[config.mk]
export PLATFORM = sky130hd
export DESIGN_NAME = ex_stage
export DESIGN_NICKNAME = d
export VERILOG_FILES = /design/src/rtl/cpu_pkg.sv /design/src/rtl/ex_stage_mult_seq.sv /design/src/rtl/ex_stage.sv
export SDC_FILE = /design/constraint.sdc
export NUM_CORES = 2
export LEC_CHECK = 0
export ABC_AREA = 1
export CAP_MARGIN = 20
export CORE_MARGIN = 2
export CORE_UTILIZATION = 25
export DETAILED_ROUTE_END_ITERATION = 6
export PLACE_DENSITY = 0.38
export SYNTH_ARGS = -nofsm -noshare
export SYNTH_HDL_FRONTEND = slang
export SYNTH_SLANG_ARGS = --single-unit
export TNS_END_PERCENT = 1
[constraint.sdc]
create_clock -name clk -period 16.5 [get_ports clk]
set_clock_uncertainty 0.05 [all_clocks]
set_input_delay 3.3 -clock clk [delete_from_list [all_inputs] [get_ports clk]]
set_output_delay 3.3 -clock clk [all_outputs]
set_load 0.01 [all_outputs]
[src/rtl/cpu_pkg.sv]
// Shared CPU definitions: datapath width, ALU opcodes, forwarding selects and
// the EX-stage sequencing states.
package cpu_pkg;

   localparam int DATA_W = 64;

   typedef enum logic [2:0] {
      ALU_ADD    = 3'b000,
      ALU_SUB    = 3'b001,
      ALU_AND    = 3'b010,
      ALU_ORR    = 3'b011,
      ALU_EOR    = 3'b100,
      ALU_PASS_B = 3'b101,
      ALU_LSL    = 3'b110,
      ALU_MUL    = 3'b111
   } alu_op_e;

   // Operand source selects driven by the forwarding unit; 2'b11 falls back to FWD_REG.
   localparam logic [1:0] FWD_REG = 2'b00;
   localparam logic [1:0] FWD_WB  = 2'b01;
   localparam logic [1:0] FWD_MEM = 2'b10;

   typedef enum logic {
      ST_IDLE = 1'b0,
      ST_MUL  = 1'b1
   } ex_state_e;

endpackage

[src/rtl/ex_stage_mult_seq.sv]
// Iterative shift-add multiplier: one multiplier bit per step, low W bits kept.
// product is combinational so the final step's partial term is included on the done cycle.
module mult_seq #(
   parameter int W = cpu_pkg::DATA_W
) (
   input  logic         clk,
   input  logic         reset,
   input  logic         start,
   input  logic         step,
   input  logic         abort,
   input  logic [W-1:0] a,
   input  logic [W-1:0] b,
   output logic         done,
   output logic [W-1:0] product
);
   import cpu_pkg::*;

   localparam int CW = $clog2(W);

   logic [W-1:0]  mcand;
   logic [W-1:0]  mplier;
   logic [W-1:0]  acc;
   logic [W-1:0]  partial;
   logic [CW-1:0] count;

   assign partial = mplier[0] ? mcand : '0;
   assign product = acc + partial;
   assign done    = step && (count == CW'(W - 1));

   always_ff @(posedge clk or posedge reset) begin
      if (reset) begin
         mcand  <= '0;
         mplier <= '0;
         acc    <= '0;
         count  <= '0;
      end else if (abort) begin
         mcand  <= '0;
         mplier <= '0;
         acc    <= '0;
         count  <= '0;
      end else if (start) begin
         mcand  <= a;
         mplier <= b;
         acc    <= '0;
         count  <= '0;
      end else if (step) begin
         acc    <= product;
         mcand  <= mcand << 1;
         mplier <= mplier >> 1;
         count  <= done ? '0 : count + 1'b1;
      end
   end

endmodule

[src/rtl/ex_stage.sv]
// Execute stage: operand forwarding, single-cycle ALU with NZCV, a sequenced
// multiply that stalls upstream, and the EX/MEM pipeline register.
module ex_stage #(
   parameter int DATA_W = cpu_pkg::DATA_W
) (
   input  logic              clk,
   input  logic              reset,
   input  logic [DATA_W-1:0] ID_EX_Da,
   input  logic [DATA_W-1:0] ID_EX_Db,
   input  logic [DATA_W-1:0] ID_EX_Imm,
   input  logic [4:0]        ID_EX_Rw,
   input  logic              ID_EX_RegWrite,
   input  logic              ID_EX_MemWrite,
   input  logic              ID_EX_MemToReg,
   input  logic              ID_EX_ALUSrc,
   input  logic              ID_EX_SetFlags,
   input  logic              ID_EX_Valid,
   input  logic [2:0]        ID_EX_ALUOp,
   input  logic [1:0]        ForwardA,
   input  logic [1:0]        ForwardB,
   input  logic [DATA_W-1:0] MEM_WB_Result,
   input  logic              flush,
   output logic              EX_MEM_RegWrite,
   output logic              EX_MEM_MemWrite,
   output logic              EX_MEM_MemToReg,
   output logic [4:0]        EX_MEM_Rw,
   output logic [DATA_W-1:0] EX_MEM_Result,
   output logic [DATA_W-1:0] EX_MEM_StoreData,
   output logic [3:0]        Flags,
   output logic              ex_busy,
   output logic              dbg_state
);
   import cpu_pkg::*;

   // Handshake: ex_busy=1 means the instruction in ID/EX is not consumed this
   // cycle and upstream must hold it; ex_busy=0 means it retires at the next edge.

   ex_state_e         state;
   alu_op_e           op;
   logic [DATA_W-1:0] op_a;
   logic [DATA_W-1:0] fwd_b;
   logic [DATA_W-1:0] op_b;
   logic [DATA_W-1:0] b_eff;
   logic [DATA_W:0]   sum;
   logic [DATA_W-1:0] alu_res;
   logic              is_sub;
   logic              is_arith;
   logic [3:0]        nzcv;

   logic              is_mul;
   logic              mul_start;
   logic              mul_step;
   logic              mul_abort;
   logic              mul_done;
   logic [DATA_W-1:0] mul_product;
   logic              issue_alu;

   logic [4:0]        mul_rw;
   logic              mul_regwrite;
   logic              mul_memwrite;
   logic              mul_memtoreg;
   logic [DATA_W-1:0] mul_store;

   assign op        = alu_op_e'(ID_EX_ALUOp);
   assign dbg_state = state;

   always_comb begin
      op_a = ID_EX_Da;
      case (ForwardA)
         FWD_MEM: op_a = EX_MEM_Result;
         FWD_WB:  op_a = MEM_WB_Result;
         default: op_a = ID_EX_Da;
      endcase
   end

   always_comb begin
      fwd_b = ID_EX_Db;
      case (ForwardB)
         FWD_MEM: fwd_b = EX_MEM_Result;
         FWD_WB:  fwd_b = MEM_WB_Result;
         default: fwd_b = ID_EX_Db;
      endcase
   end

   assign op_b = ID_EX_ALUSrc ? ID_EX_Imm : fwd_b;

   // SUB runs through the adder as A + ~B + 1 so carry is the not-borrow form.
   assign is_sub   = (op == ALU_SUB);
   assign is_arith = (op == ALU_ADD) || is_sub;
   assign b_eff    = is_sub ? ~op_b : op_b;
   assign sum      = {1'b0, op_a} + {1'b0, b_eff} + {{DATA_W{1'b0}}, is_sub};

   always_comb begin
      alu_res = '0;
      case (op)
         ALU_ADD:    alu_res = sum[DATA_W-1:0];
         ALU_SUB:    alu_res = sum[DATA_W-1:0];
         ALU_AND:    alu_res = op_a & op_b;
         ALU_ORR:    alu_res = op_a | op_b;
         ALU_EOR:    alu_res = op_a ^ op_b;
         ALU_PASS_B: alu_res = op_b;
         ALU_LSL:    alu_res = op_a << op_b[5:0];
         default:    alu_res = '0;
      endcase
   end

   always_comb begin
      nzcv    = '0;
      nzcv[3] = alu_res[DATA_W-1];
      nzcv[2] = (alu_res == '0);
      if (is_arith) begin
         nzcv[1] = sum[DATA_W];
         nzcv[0] = (op_a[DATA_W-1] == b_eff[DATA_W-1]) &&
                   (alu_res[DATA_W-1] != op_a[DATA_W-1]);
      end
   end

   assign is_mul    = (op == ALU_MUL);
   assign mul_start = (state == ST_IDLE) && ID_EX_Valid && !flush && is_mul;
   assign issue_alu = (state == ST_IDLE) && ID_EX_Valid && !flush && !is_mul;
   assign mul_step  = (state == ST_MUL) && !flush;
   assign mul_abort = (state == ST_MUL) && flush;
   assign ex_busy   = mul_start || (mul_step && !mul_done);

   mult_seq #(.W(DATA_W)) u_mult (
      .clk     (clk),
      .reset   (reset),
      .start   (mul_start),
      .step    (mul_step),
      .abort   (mul_abort),
      .a       (op_a),
      .b       (fwd_b),
      .done    (mul_done),
      .product (mul_product)
   );

   // EX/MEM defaults to a bubble every cycle; only a retiring instruction overrides it.
   always_ff @(posedge clk or posedge reset) begin
      if (reset) begin
         state            <= ST_IDLE;
         EX_MEM_RegWrite  <= 1'b0;
         EX_MEM_MemWrite  <= 1'b0;
         EX_MEM_MemToReg  <= 1'b0;
         EX_MEM_Rw        <= '0;
         EX_MEM_Result    <= '0;
         EX_MEM_StoreData <= '0;
         Flags            <= 4'b0000;
         mul_rw           <= '0;
         mul_regwrite     <= 1'b0;
         mul_memwrite     <= 1'b0;
         mul_memtoreg     <= 1'b0;
         mul_store        <= '0;
      end else begin
         EX_MEM_RegWrite  <= 1'b0;
         EX_MEM_MemWrite  <= 1'b0;
         EX_MEM_MemToReg  <= 1'b0;
         EX_MEM_Rw        <= '0;
         EX_MEM_Result    <= '0;
         EX_MEM_StoreData <= '0;
         case (state)
            ST_IDLE: begin
               if (mul_start) begin
                  state        <= ST_MUL;
                  mul_rw       <= ID_EX_Rw;
                  mul_regwrite <= ID_EX_RegWrite;
                  mul_memwrite <= ID_EX_MemWrite;
                  mul_memtoreg <= ID_EX_MemToReg;
                  mul_store    <= fwd_b;
               end else if (issue_alu) begin
                  EX_MEM_RegWrite  <= ID_EX_RegWrite;
                  EX_MEM_MemWrite  <= ID_EX_MemWrite;
                  EX_MEM_MemToReg  <= ID_EX_MemToReg;
                  EX_MEM_Rw        <= ID_EX_Rw;
                  EX_MEM_Result    <= alu_res;
                  EX_MEM_StoreData <= fwd_b;
                  if (ID_EX_SetFlags) begin
                     Flags <= nzcv;
                  end
               end
            end
            ST_MUL: begin
               if (flush) begin
                  state <= ST_IDLE;
               end else if (mul_done) begin
                  state            <= ST_IDLE;
                  EX_MEM_RegWrite  <= mul_regwrite;
                  EX_MEM_MemWrite  <= mul_memwrite;
                  EX_MEM_MemToReg  <= mul_memtoreg;
                  EX_MEM_Rw        <= mul_rw;
                  EX_MEM_Result    <= mul_product;
                  EX_MEM_StoreData <= mul_store;
               end
            end
            default: state <= ST_IDLE;
         endcase
      end
   end

endmodule

== After elaboration in Yosys (flattened, before gate mapping) ==
Cells that the tools add are included.
Widths: inputs -> output; s select.

* Logic and storage cells: 116
* Output and inout port bits: 142
* Input bits: 277
* Flip-flop bits (word level): 411

* Reduce and logical (&&, ||, !) cells: 20
* Bitwise operators: 6
* Add/subtract/negate cells: 4
* Equal/unequal tests: 14
* Shifts and indexed selects: 1
* Muxes and demuxes: 54

{| class="wikitable"
|+ Operators by type and width
! kind !! count
|-
| $mux 64 || 20
|-
| $pmux 64 s2 || 4
|-
| $pmux 64 s6 || 1
|-
| $add 64x64->65 || 1
|-
| $add 65x1->65 || 1
|-
| $add 64x64->64 || 1
|-
| $and 64x64->64 || 1
|-
| $logic_not 64->1 || 1
|-
| $not 64->64 || 1
|-
| $or 64x64->64 || 1
|-
| $shl 64x6->64 || 1
|-
| $xor 64x64->64 || 1
|-
| $mux 6 || 4
|-
| $mux 5 || 4
|-
| $mux 1 || 15
|-
| $eq 3x3->1 const B || 4
|-
| $pmux 5 s2 || 1
|-
| $logic_and 1x1->1 || 9
|-
| $pmux 1 s2 || 4
|-
| $add 6x1->6 const B || 1
|-
| $eq 3x2->1 const B || 2
|-
| $eq 6x6->1 const B || 1
|-
| $eq 2x1->1 const B || 2
|-
| $eq 2x2->1 const B || 2
|-
| other kinds (12) || 16
|}

== Logic depth before layout (Yosys ltp) ==
* Word-level depth: 11
* Gate-level depth with buffers: 35
* Mapped depth without buffers: 32

== Modules after synthesis ==
A second synthesis with hierarchy kept.

* Cell total of the unflattened synthesis: 6,689
* Area, all modules: 40,920.5 um^2

{| class="wikitable"
|+ By module, submodules not included
! module !! area an instance (um^2) !! cells an instance !! times used !! seq. area each (um^2)
|-
| ex_stage || 25,748.4 || 4,316 || 1 || 5,330.1
|-
| mult_seq || 15,172.1 || 2,373 || 1 || 4,954.8
|}

== Worst setup path before layout ==
No wires, ideal clock.

* Path type: input to output
* From: in ID_EX_ALUOp[2]
* To: out ex_busy
* Data required time: 13.150 ns
* Path slack: 8.510 ns
* Stages: 8
* Arrival: 4.640 ns
* Cell sequence: clkinv_1 -> nor3_1 -> inv_1 -> nor2_1 -> inv_1 -> clkbuf_1 -> clkbuf_1 -> nand2_1

* Cells in the longest elaborated chain, start to end: 3

{| class="wikitable"
|+ RTL lines
! what !! RTL line !! RTL
|-
| start: declaration || ex_stage.sv:18 || <nowiki>input logic [2:0] ID_EX_ALUOp,</nowiki>
|-
| $eq 3x3->1 || ex_stage.sv:118 || <nowiki>assign is_mul = (op == ALU_MUL);</nowiki>
|-
| $logic_and 1x1->1 || ex_stage.sv:119 || <nowiki>assign mul_start = (state == ST_IDLE) && ID_EX_Valid && !flush && is_mul;</nowiki>
|-
| $logic_or 1x1->1 || ex_stage.sv:123 || <nowiki>assign ex_busy = mul_start || (mul_step && !mul_done);</nowiki>
|-
| end: declaration || ex_stage.sv:30 || <nowiki>output logic ex_busy,</nowiki>
|}

Every way passes these cells.

== Worst setup path after layout ==
* From: in ForwardB[0]
* To: reg Flags[2]

* Cells in the longest elaborated chain, start to end: 9
* Elaborated cells between the ends (all ways): 14

{| class="wikitable"
|+ RTL lines
! what !! RTL line !! RTL
|-
| start: declaration || ex_stage.sv:20 || <nowiki>input logic [1:0] ForwardB,</nowiki>
|-
| $eq 2x1->1 or $eq 2x2->1 (tied branches) || ex_stage.sv:78 || <nowiki>case (ForwardB)</nowiki>
|-
| $pmux 64 s2 * || ex_stage.sv:78 ||
|-
| $mux 64 * || ex_stage.sv:85 || <nowiki>assign op_b = ID_EX_ALUSrc ? ID_EX_Imm : fwd_b;</nowiki>
|-
| $not 64->64 || ex_stage.sv:90 || <nowiki>assign b_eff = is_sub ? ~op_b : op_b;</nowiki>
|-
| $mux 64 || ex_stage.sv:90 ||
|-
| $add 64x64->65 || ex_stage.sv:91 || <nowiki>assign sum = {1'b0, op_a} + {1'b0, b_eff} + {{DATA_W{1'b0}}, is_sub};</nowiki>
|-
| $add 65x1->65 || ex_stage.sv:91 ||
|-
| $pmux 64 s6 * || ex_stage.sv:95 || <nowiki>case (op)</nowiki>
|-
| $logic_not 64->1 * || ex_stage.sv:110 || <nowiki>nzcv[2] = (alu_res == '0);</nowiki>
|-
| end signal: assignment || ex_stage.sv:177 || <nowiki>Flags <= nzcv;</nowiki>
|-
| end: declaration || ex_stage.sv:29 || <nowiki>output logic [3:0] Flags,</nowiki>
|}

Mark *: on every way between the ends. The rest lies on a longest branch, timed or not.
A chain may end at the register's enable or synchronous reset.

==> flow_summary.html <==
<table>
<tr><th>Metric</th><th>Value</th></tr>
<tr><th colspan="2">Cells and area</th></tr>
<tr><td>Sequential cell area</td><td>10290 sq um</td></tr>
<tr><td>Number of fill cells in the layout</td><td>16750</td></tr>
<tr><td>Synthesis-to-layout area growth</td><td>21.83%</td></tr>
<tr><td>Nets</td><td>6607</td></tr>
<tr><td>Ratio of cells with drive above 1 in the final layout</td><td>0.05776</td></tr>
<tr><td>Multi-input gate area in the final layout</td><td>23230 sq um</td></tr>
<tr><td>Post-route insts no fill</td><td>8140</td></tr>
<tr><th colspan="2">STA</th></tr>
<tr><td>Upper clock frequency limit</td><td>0.1006 GHz</td></tr>
<tr><td>Unrepaired setup endpoints after global routing</td><td>false</td></tr>
<tr><td>Total count of max-transition violations in the final report</td><td>0</td></tr>
<tr><td>Hold Fails Final Rpt</td><td>0</td></tr>
<tr><td>Setup TNS</td><td>0 ns</td></tr>
<tr><td>Worst-margin pin slew</td><td>1.324 ns</td></tr>
<tr><td>Final worst path period need</td><td>9.945 ns</td></tr>
<tr><td>Post-route fraction of the period consumed by the critical path</td><td>0.6027</td></tr>
<tr><td>Setup violations, final</td><td>0</td></tr>
<tr><td>Worst max-slew margin expressed relative to the limit</td><td>0.1113</td></tr>
<tr><th colspan="2">Logic synthesis</th></tr>
<tr><td>Most frequent cells after synthesis</td><td>nand2_1 (1437), nand3_1 (796), inv_1 (724), dfrtp_1 (411), o21ai_0 (383)</td></tr>
<tr><td>Flip-flop and latch count after synthesis</td><td>411</td></tr>
<tr><td>Library cell occupying the most area in the post-synthesis netlist</td><td>dfrtp_1</td></tr>
<tr><td>Count of synthesis-stage warnings from yosys</td><td>0</td></tr>
<tr><td>Register area share after synthesis</td><td>0.2732</td></tr>
<tr><td>Synthesized instance count</td><td>5755</td></tr>
<tr><td>Post-synthesis instance area</td><td>37640 sq um</td></tr>
<tr><td>Leading register cell type out of synthesis</td><td>dfrtp_1</td></tr>
<tr><td>Synth Area per Inst</td><td>6.541 sq um</td></tr>
<tr><td>Top-count cell post-synth</td><td>nand2_1</td></tr>
<tr><td>Async set-reset flop share out of synthesis</td><td>1.000</td></tr>
<tr><td>Net Count, Synth</td><td>6294</td></tr>
<tr><td>Synth unique cells</td><td>58</td></tr>
<tr><td>Biggest area contributors in the synthesized netlist</td><td>dfrtp_1 (27%), nand2_1 (14%), nand3_1 (11%)</td></tr>
<tr><td>Top cell type's share of synthesized area</td><td>0.2732</td></tr>
<tr><td>Number of enable flip-flop cells after synthesis</td><td>0</td></tr>
<tr><th colspan="2">Drt</th></tr>
<tr><td>Routed length per placed instance</td><td>30.12 microns</td></tr>
<tr><td>DRC violation count after routing</td><td>0</td></tr>
<tr><td>Remaining antenna violation count</td><td>0</td></tr>
<tr><td>First-pass iteration count of the detailed router</td><td>6</td></tr>
<tr><td>DR vias/cell</td><td>5.323</td></tr>
<tr><td>Detailed-route wire length</td><td>245.2 mm</td></tr>
<tr><td>First DRT Iteration DRCs</td><td>5312</td></tr>
<tr><td>Vias</td><td>43330</td></tr>
<tr><th colspan="2">Pwr</th></tr>
<tr><td>Clock network fraction of design power</td><td>0.265</td></tr>
<tr><td>Internal power component</td><td>0.002493 W</td></tr>
<tr><td>Portion of total power attributed to sequential cells</td><td>0.283</td></tr>
<tr><td>Switching power</td><td>0.002114 W</td></tr>
<tr><td>Sw Ratio</td><td>0.4589</td></tr>
<tr><td>Static leakage power</td><td>21.74 nW</td></tr>
<tr><td>Combinational group share of total power</td><td>0.452</td></tr>
<tr><td>Maximum VDD drop</td><td>0.00007716 V</td></tr>
<tr><td>Power density over the cells</td><td>100.5 nW/um^2</td></tr>
<tr><th colspan="2">Worst setup path</th></tr>
<tr><td>Crit path kind</td><td>in -&gt; reg</td></tr>
<tr><td>Maximum fanout along the worst path</td><td>66</td></tr>
<tr><td>Element type at the critical path end</td><td>register</td></tr>
<tr><td>CP required</td><td>17.06 ns</td></tr>
<tr><td>Critical path startpoint category</td><td>primary input</td></tr>
<tr><td>Largest stage delay on the critical path</td><td>0.80 ns</td></tr>
<tr><td>Worst-path cell with the longest stage delay</td><td>buf_4</td></tr>
<tr><td>Top cell by count, worst path</td><td>nand2_1</td></tr>
<tr><td>Arrival time at the worst endpoint</td><td>10.50 ns</td></tr>
<tr><th colspan="2">Clock tree</th></tr>
<tr><td>CTS tree</td><td>done</td></tr>
<tr><td>Clock latency at the later pin of the worst-skew pair</td><td>0.71 ns</td></tr>
<tr><td>Level count of the clock H-tree</td><td>2</td></tr>
<tr><td>Maximum buffer depth of the clock tree</td><td>3</td></tr>
<tr><td>Number of buffers inserted by hold repair at cts</td><td>0</td></tr>
<tr><td>Post-CTS resize count</td><td>0</td></tr>
<tr><td>Sinks on Clock Net</td><td>411</td></tr>
<tr><td>Number of buffers created by CTS</td><td>54</td></tr>
<tr><td>Buffer count from post-CTS setup fixing</td><td>0</td></tr>
<tr><td>Clock transition at path regs</td><td>0.07 ns</td></tr>
<tr><td>Library cell used as clock root buffer</td><td>clkbuf_16</td></tr>
<tr><th colspan="2">Status</th></tr>
<tr><td>Run status</td><td>finished clean</td></tr>
<tr><th colspan="2">Placement</th></tr>
<tr><td>Sum of net half-perimeters after detailed placement</td><td>198.6 mm</td></tr>
<tr><td>DP Cell Count</td><td>8027</td></tr>
<tr><td>Final estimated routing congestion in global placement</td><td>0.9712</td></tr>
<tr><td>I/O Buffers</td><td>418</td></tr>
<tr><th colspan="2">Global route</th></tr>
<tr><td>Wire length of the first global-routing pass</td><td>335.7 mm</td></tr>
<tr><td>Antenna violations before repair</td><td>18</td></tr>
<tr><td>Number of global-route vias before repair</td><td>41220</td></tr>
<tr><td>GR Util All Layers</td><td>0.3104</td></tr>
<tr><td>Total global routing overflow</td><td>0</td></tr>
<tr><td>Largest net degree at the start of global routing</td><td>141</td></tr>
<tr><th colspan="2">Die</th></tr>
<tr><td>Die boundary width</td><td>392.0 microns</td></tr>
<tr><td>Total Die Area</td><td>153700 sq um</td></tr>
<tr><td>Die H</td><td>392.0 microns</td></tr>
<tr><td>Number of top-level pins</td><td>419</td></tr>
<tr><td>Num rows</td><td>142</td></tr>
<tr><td>Area of the core</td><td>149600 sq um</td></tr>
<tr><td>Effective utilization at floorplan</td><td>0.2516</td></tr>
<tr><th colspan="2">Worst hold path</th></tr>
<tr><td>Hold WC Path Type</td><td>reg -&gt; reg</td></tr>
<tr><th colspan="2">Run</th></tr>
<tr><td>Reported max-cap violation count</td><td>0</td></tr>
</table>
-- final cells by class --
type / instances / area share
inverter: 752 / 0.06204
antenna: 12 / 0.0006548
multi-input combinational: 4305 / 0.5065
clock inverter: 24 / 0.005293
timing repair buffer: 544 / 0.1126
sequential: 411 / 0.2243
tap: 2016 / 0.05500
clock buffer: 76 / 0.03367
-- placed cells by master, fill, tap and decap left out, types with 32 or more instances in the layout --
master,synthesis,final
o21ai_1,138,130
or2_2,36,36
nand2_1,1437,1436
o21ai_0,383,382
a22oi_1,43,43
o21a_1,32,32
dfrtp_1,411,410
o221ai_1,59,59
a221oi_1,49,49
clkbuf_16,0,54
o22ai_1,86,86
ha_1,260,256
nand3_1,796,795
xor2_1,77,77
nand4_1,35,35
buf_4,20,123
o211ai_1,49,49
clkdlybuf4s50_1,0,418
nor2_1,358,353
a21oi_1,229,229
inv_1,724,719
-- per-layer routing --
metal,share of wire,up-vias,track usage
met5,0.000065,-,0
met1,0.44,21280,0.4221
met4,0.046,2,0.1250
met3,0.072,293,0.04292
met2,0.45,1881,0.4928
li1,-,19870,-
-- flip-flops by register name, summed over array words and instances (netlist names) --
register / flops
mul_regwrite: 1
EX_MEM_MemToReg: 1
EX_MEM_StoreData: 64
Flags: 4
mul_memtoreg: 1
mul_memwrite: 1
mul_store: 64
u_mult.mplier: 64
EX_MEM_RegWrite: 1
EX_MEM_Rw: 5
dbg_state: 1
EX_MEM_MemWrite: 1
mul_rw: 5
u_mult.count: 6
u_mult.mcand: 64
EX_MEM_Result: 64
u_mult.acc: 64
-- path summary, 6_finish.rpt --
check,cells past startpoint,start,endpoint,slack [ns]
worst max-delay path,31,ForwardB[0],Flags[2],6.56
worst min-delay path,2,mul_regwrite,EX_MEM_RegWrite,0.43
worst max register to register,28,EX_MEM_Result[0],Flags[2],10.36
min in group asynchronous,2,reset,EX_MEM_StoreData[9],3.03
max in group asynchronous,5,reset,EX_MEM_StoreData[32],10.57
worst min register to register,2,mul_regwrite,EX_MEM_RegWrite,0.43
-- power by group through the flow --
| stage | clock network, W | logic [W] | registers [W] |
|---|---|---|---|
| after floorplan | 0 | 0.00118 | 0.00127 |
| after global placement | 0 | 0.00204 | 0.00131 |
| after detailed placement | 0 | 0.00204 | 0.00131 |
| after CTS | 0.00124 | 0.00205 | 0.00130 |
| after global routing | 0.00128 | 0.00224 | 0.00132 |
| final | 0.00122 | 0.00208 | 0.00130 |
-- worst max-delay path: cells and delay by family --
| kind | cells | cell delay (ns) |
|---|---|---|
| AOI/OAI and AO/OA | 3 | 1.23 |
| xor gates and xnor gates | 1 | 0.13 |
| adders and majority gates | 2 | 0.73 |
| buffers and inverters | 8 | 2.99 |
| and+or+nand+nor | 17 | 1.97 |
-- kinds of logic (layout without fill, tap and decap cells) --
| logic type | Yosys count | count (layout) | share of synthesized area |
|---|---|---|---|
| other | 0 | 12 | 0 |
| and+or+nand+nor | 2752 | 2752 | 0.3130 |
| AOI/OAI and AO/OA | 1185 | 1185 | 0.1886 |
| buffers and inverters | 1039 | 1396 | 0.1130 |
| xor gates and xnor gates | 106 | 106 | 0.02466 |
| adders and majority gates | 262 | 262 | 0.08749 |
| DFF | 411 | 411 | 0.2732 |
-- through the flow --
step,setup slack (ns),hold slack (ns),utilization,total power (W),area [sq um]
2_1_floorplan,1.714,0.3983,-,0.002449,37640
3_3_place_gp,5.846,0.4161,0.2942,0.003358,44010
3_5_place_dp,5.944,0.4221,0.2944,0.003359,44040
4_1_cts,6.645,0.4295,0.3063,0.004595,45820
5_1_grt,6.170,0.4563,0.3064,0.004841,45840
6_report,6.555,0.4335,0.3066,0.004607,45860
No activity file was read; power rests on OpenSTA's default activity.
